==> src/rtl/seven_seg_scanner.sv <==
// Four-digit common-anode seven-segment scanner with sequential double-dabble
// binary-to-BCD conversion; the 10 kHz input is edge-detected as data.
module seven_seg_scanner #(
  parameter int BIN_WIDTH     = 14,
  parameter int REFRESH_TICKS = 10
) (
  input  logic                 clk_100mHz_in,
  input  logic                 reset,
  input  logic                 clk_10kHz_in,
  input  logic [BIN_WIDTH-1:0] value_in,
  input  logic                 value_valid,
  input  logic                 blank_leading_zeros,
  output logic                 busy,
  output logic                 overflow,
  output logic [6:0]           seg_out,
  output logic                 dp_out,
  output logic [3:0]           an_out
);

  localparam logic [1:0] IDLE   = 2'd0;
  localparam logic [1:0] SHIFT  = 2'd1;
  localparam logic [1:0] COMMIT = 2'd2;

  localparam int CW  = $clog2(BIN_WIDTH + 1);
  localparam int CTW = $clog2(REFRESH_TICKS + 1);
  localparam logic [CW-1:0]        BIT_LAST  = CW'(BIN_WIDTH - 1);
  localparam logic [CTW-1:0]       CNT_LAST  = CTW'(REFRESH_TICKS - 1);
  localparam logic [BIN_WIDTH-1:0] MAX_VALUE = BIN_WIDTH'(9999);

  logic [1:0]              state;
  logic [BIN_WIDTH-1:0]    latched;
  logic [BIN_WIDTH-1:0]    shreg;
  logic [15:0]             scratch;
  logic [15:0]             adjusted;
  logic [BIN_WIDTH+15:0]   shifted;
  logic [CW-1:0]           bitcnt;
  logic [15:0]             digits;
  logic                    prev;
  logic                    tick;
  logic [CTW-1:0]          counter;
  logic [1:0]              idx;
  logic [3:0]              digit;
  logic                    upper_zero;
  logic [6:0]              pattern;

  assign tick   = clk_10kHz_in & ~prev;
  assign busy   = (state != IDLE);
  assign dp_out = 1'b1;

  // One double-dabble iteration: add-3 correction, then shift {scratch, value}.
  always_comb begin
    adjusted = scratch;
    for (int unsigned i = 0; i < 4; i++) begin
      if (scratch[i*4 +: 4] >= 4'd5)
        adjusted[i*4 +: 4] = scratch[i*4 +: 4] + 4'd3;
    end
    shifted = {adjusted, shreg} << 1;
  end

  always_ff @(posedge clk_100mHz_in) begin
    if (reset) begin
      state    <= IDLE;
      latched  <= '0;
      shreg    <= '0;
      scratch  <= '0;
      bitcnt   <= '0;
      digits   <= '0;
      overflow <= 1'b0;
    end else begin
      case (state)
        IDLE: begin
          if (value_valid) begin
            latched <= value_in;
            shreg   <= value_in;
            scratch <= '0;
            bitcnt  <= '0;
            state   <= SHIFT;
          end
        end
        SHIFT: begin
          scratch <= shifted[BIN_WIDTH+15:BIN_WIDTH];
          shreg   <= shifted[BIN_WIDTH-1:0];
          bitcnt  <= bitcnt + CW'(1);
          if (bitcnt == BIT_LAST)
            state <= COMMIT;
        end
        COMMIT: begin
          digits   <= scratch;
          overflow <= (latched > MAX_VALUE);
          state    <= IDLE;
        end
        default: state <= IDLE;
      endcase
    end
  end

  always_ff @(posedge clk_100mHz_in) begin
    if (reset) begin
      prev    <= 1'b0;
      counter <= '0;
      idx     <= '0;
    end else begin
      prev <= clk_10kHz_in;
      if (tick) begin
        if (counter == CNT_LAST) begin
          counter <= '0;
          idx     <= idx + 2'd1;
        end else begin
          counter <= counter + CTW'(1);
        end
      end
    end
  end

  always_comb begin
    digit = digits[{idx, 2'b00} +: 4];
    case (idx)
      2'd1:    upper_zero = (digits[15:4]  == 12'd0);
      2'd2:    upper_zero = (digits[15:8]  == 8'd0);
      2'd3:    upper_zero = (digits[15:12] == 4'd0);
      default: upper_zero = 1'b0;
    endcase
    if (overflow) begin
      pattern = 7'h3F;
    end else if (blank_leading_zeros && upper_zero) begin
      pattern = 7'h7F;
    end else begin
      case (digit)
        4'd0:    pattern = 7'h40;
        4'd1:    pattern = 7'h79;
        4'd2:    pattern = 7'h24;
        4'd3:    pattern = 7'h30;
        4'd4:    pattern = 7'h19;
        4'd5:    pattern = 7'h12;
        4'd6:    pattern = 7'h02;
        4'd7:    pattern = 7'h78;
        4'd8:    pattern = 7'h00;
        4'd9:    pattern = 7'h10;
        default: pattern = 7'h7F;
      endcase
    end
  end

  always_ff @(posedge clk_100mHz_in) begin
    if (reset) begin
      seg_out <= 7'h7F;
      an_out  <= 4'hF;
    end else begin
      seg_out <= pattern;
      an_out  <= ~(4'b0001 << idx);
    end
  end

endmodule

==> config.mk <==
export PLATFORM = sky130hd
export DESIGN_NAME = seven_seg_scanner
export DESIGN_NICKNAME = d
export VERILOG_FILES = /design/src/rtl/seven_seg_scanner.sv
export SDC_FILE = /design/constraint.sdc
export NUM_CORES = 1
export LEC_CHECK = 0
export CORE_MARGIN = 3
export CORE_UTILIZATION = 50
export DETAILED_ROUTE_END_ITERATION = 16
export HOLD_SLACK_MARGIN = 0.02
export PLACE_DENSITY = 0.69
export SLEW_MARGIN = 20
export SYNTH_ARGS = -nofsm -noshare
export SYNTH_HDL_FRONTEND = slang
export SYNTH_SLANG_ARGS = --single-unit
==> constraint.sdc <==
create_clock -name clk_100mHz_in -period 3.7 [get_ports clk_100mHz_in]
set_clock_uncertainty 0.1 [all_clocks]
set_input_delay 0.37 -clock clk_100mHz_in [delete_from_list [all_inputs] [get_ports clk_100mHz_in]]
set_output_delay 0.37 -clock clk_100mHz_in [all_outputs]
set_load 0.01 [all_outputs]
==> results.py <==
metrics = {
    "run_status": {
        "status": "completed",
    },
    "die": {
        "rows": 30,
        "core_region_area_um2": 6907,
        "die_w_um": 91.12,
        "ios": 33,
        "chipHeight_um": 91.12,
        "start_util_pct": 52.45,
        "die-area_um2": 8302,
    },
    "yosys": {
        "seq_area_frac_synth_pct": 44.77,
        "yosys.area.top_type": "dfxtp_1",
        "synth_nets": 480,
        "synth_cell_types": 41,
        "syn_avg_cell_area_um2": 8.214,
        "ys_dominant_reg_cell": "dfxtp_1",
        "yosysTopAreaCellShare_pct": 44.77,
        "syn_inst": 441,
        "synth_area_um2": 3622,
        "async_flop_share_pct": 0,
        "ys_ff_latch": 81,
        "yosysWarnings": 0,
        "synth_edf_count": 0,
        "ys_top_cells_by_area": "dfxtp_1, nand2_1, a21oi_1, ha_1, a31oi_1",
    },
    "setup_path": {
        "crit_required_ps": 3880,
        "cp_top_family": "multiplexers",
        "critPathBufInv": 1,
        "worst-path-stages": 6,
        "criticalPathCategory": "flop to flop",
        "crit_fanout": 7,
        "end_kind": "flop",
        "cp.arrival_ps": 2230,
        "crit_slowest_cell": "mux4_1",
        "rr_worst_depth": 6,
        "crit_chain": "mux4_1 > inv_1 > ha_1 > a21oi_1 > nor2_1 > o21ai_1",
        "cpPeakStageDelay_ps": 680,
        "crit_path_start_kind": "flop",
    },
    "layout": {
        "drive_above_1_share_pct": 6.250,
        "area.sequential_um2": 1622,
        "mostFrequentLayoutCells": "nand2_1, dfxtp_1, a21oi_1, clkdlybuf4s50_1, nor2_1",
        "nFillCells": 663,
        "final_nets": 498,
        "multi_input_area_um2": 1810,
        "fin_area_um2": 4184,
        "num_antenna_cells": 0,
        "area.growth.synth_to_final_pct": 15.51,
        "layout_commonest_cell": "nand2_1",
    },
    "clock_network": {
        "cts-resized-gates": 0,
        "htreeDepth": 3,
        "insertion_delay_ps": 350,
        "numCtsBuffers": 9,
        "tritoncts": "yes",
        "path_clk_slew_ps": 80,
        "ctsHoldBuffers": 0,
        "clockBufferDepth": 2,
        "cts_setup_buffers": 0,
        "root_buffer": "clkbuf_8",
        "clock_sinks": 81,
    },
    "sta": {
        "setup-tns-final_ps": 0,
        "relSlewSlack_pct": 40.75,
        "slew_viol_final": 0,
        "fmax_mhz": 486.1,
        "worstMarginPinSlew_ps": 888.7,
        "rsz0062_at_grt": "no",
        "fin_crit_ps": 2057,
        "finalSetupViolCount": 0,
        "period_share_pct": 55.60,
        "hold_violations": 0,
    },
    "power": {
        "power.leakage_nw": 1.522,
        "ir_drop_uv": 191.8,
        "power_density_nw_per_um2": 431.2,
        "p_total_mw": 1.804,
    },
    "placement": {
        "post_dp_cell_area_um2": 3944,
        "gp_congestion": 0.7967,
        "dp_hpwl_mm": 4.920,
        "io_buffers": 31,
    },
    "detailed_routing": {
        "totalWireLength_mm": 7.219,
        "remaining_drc_errors": 0,
        "via_count": 2958,
        "drtIter0Drc": 124,
        "wl_per_cell_um": 12.89,
        "viasPerCell": 5.282,
        "ant_nets": 0,
        "dr.pass1.iters": 4,
    },
    "global_routing": {
        "grt.total_usage_pct": 18.32,
        "antenna_found_initial": 0,
        "grt_pass1_wl_mm": 12.48,
        "overflow": 0,
        "grt_pass1_vias": 2745,
        "grt_max_degree": 73,
    },
    "min_path": {
        "hold_path_depth": 2,
        "hp-class": "input port to flop",
    },
    "job": {
        "cap_violations": 0,
    },
}
final timing paths:
path / from / end / slack [ps]
setup / recovery: idx[0] / seg_out[3] / 1640
hold / removal: reset / an_out[2] / 170
setup reg to reg: idx[0] / seg_out[3] / 1640
hold reg to reg: latched[11] / latched[11] / 350
kinds of logic after synthesis:
group	share of synthesized area, %
simple gates	22.14
compound gates	14.72
flops	44.77
buf+inv	5.319
fa+ha+maj	6.908
xor+xnor	2.902
mux	3.143
other cells	0.1035
power by group:
part	internal, mW	switching [mW]
Sequential	0.898	0.0145
Combinational	0.0491	0.0722
Clock	0.452	0.318
registers in the layout (all words and copies together) (netlist names), 4 cells and up:
signal and cells:
digits 16, shreg 14, seg_out 7, an_out 4
bitcnt 4, latched 10, scratch 16, counter 4
Yosys cell counts, types with 10 or more instances:
library cell	n
nand2_1	95
ha_1	20
a31oi_1	17
nor2_1	26
clkbuf_1	16
nand2b_1	10
inv_1	16
nand3_1	17
nor3_1	11
o21ai_0	12
a21oi_1	54
dfxtp_1	81
cell type report:
type                    count  share of cell area [%]
multi-input cells         316                   43.27
flip-flops and latches     81                   38.76
repair buffers             34                   7.835
clock buffers              10                   3.050
well taps                  96                   2.871
clock inverters             6                   2.691
inverters                  17                   1.525
metrics by stage:
step           instances  util, %  setup WS [ps]  hold WS (ps)
6_report             560    60.58           1643         172.4
3_3_place_gp         544    57.10           1646         340.2
2_1_floorplan        441        -           1833         332.0
5_1_grt              560    60.58           1446         174.0
4_1_cts              560    60.58           1628         158.3
3_5_place_dp         544    57.10           1616         345.1
layer usage:
layer	GRT usage, %	part of all wire, %	vias to the layer above
met2	29.74	48	47
met5	0	0	-
met1	23.75	47	1386
met3	3.480	3.3	11
li1	-	-	1514
met4	7.915	1.3	0
Power figures use the tool's default switching activity.
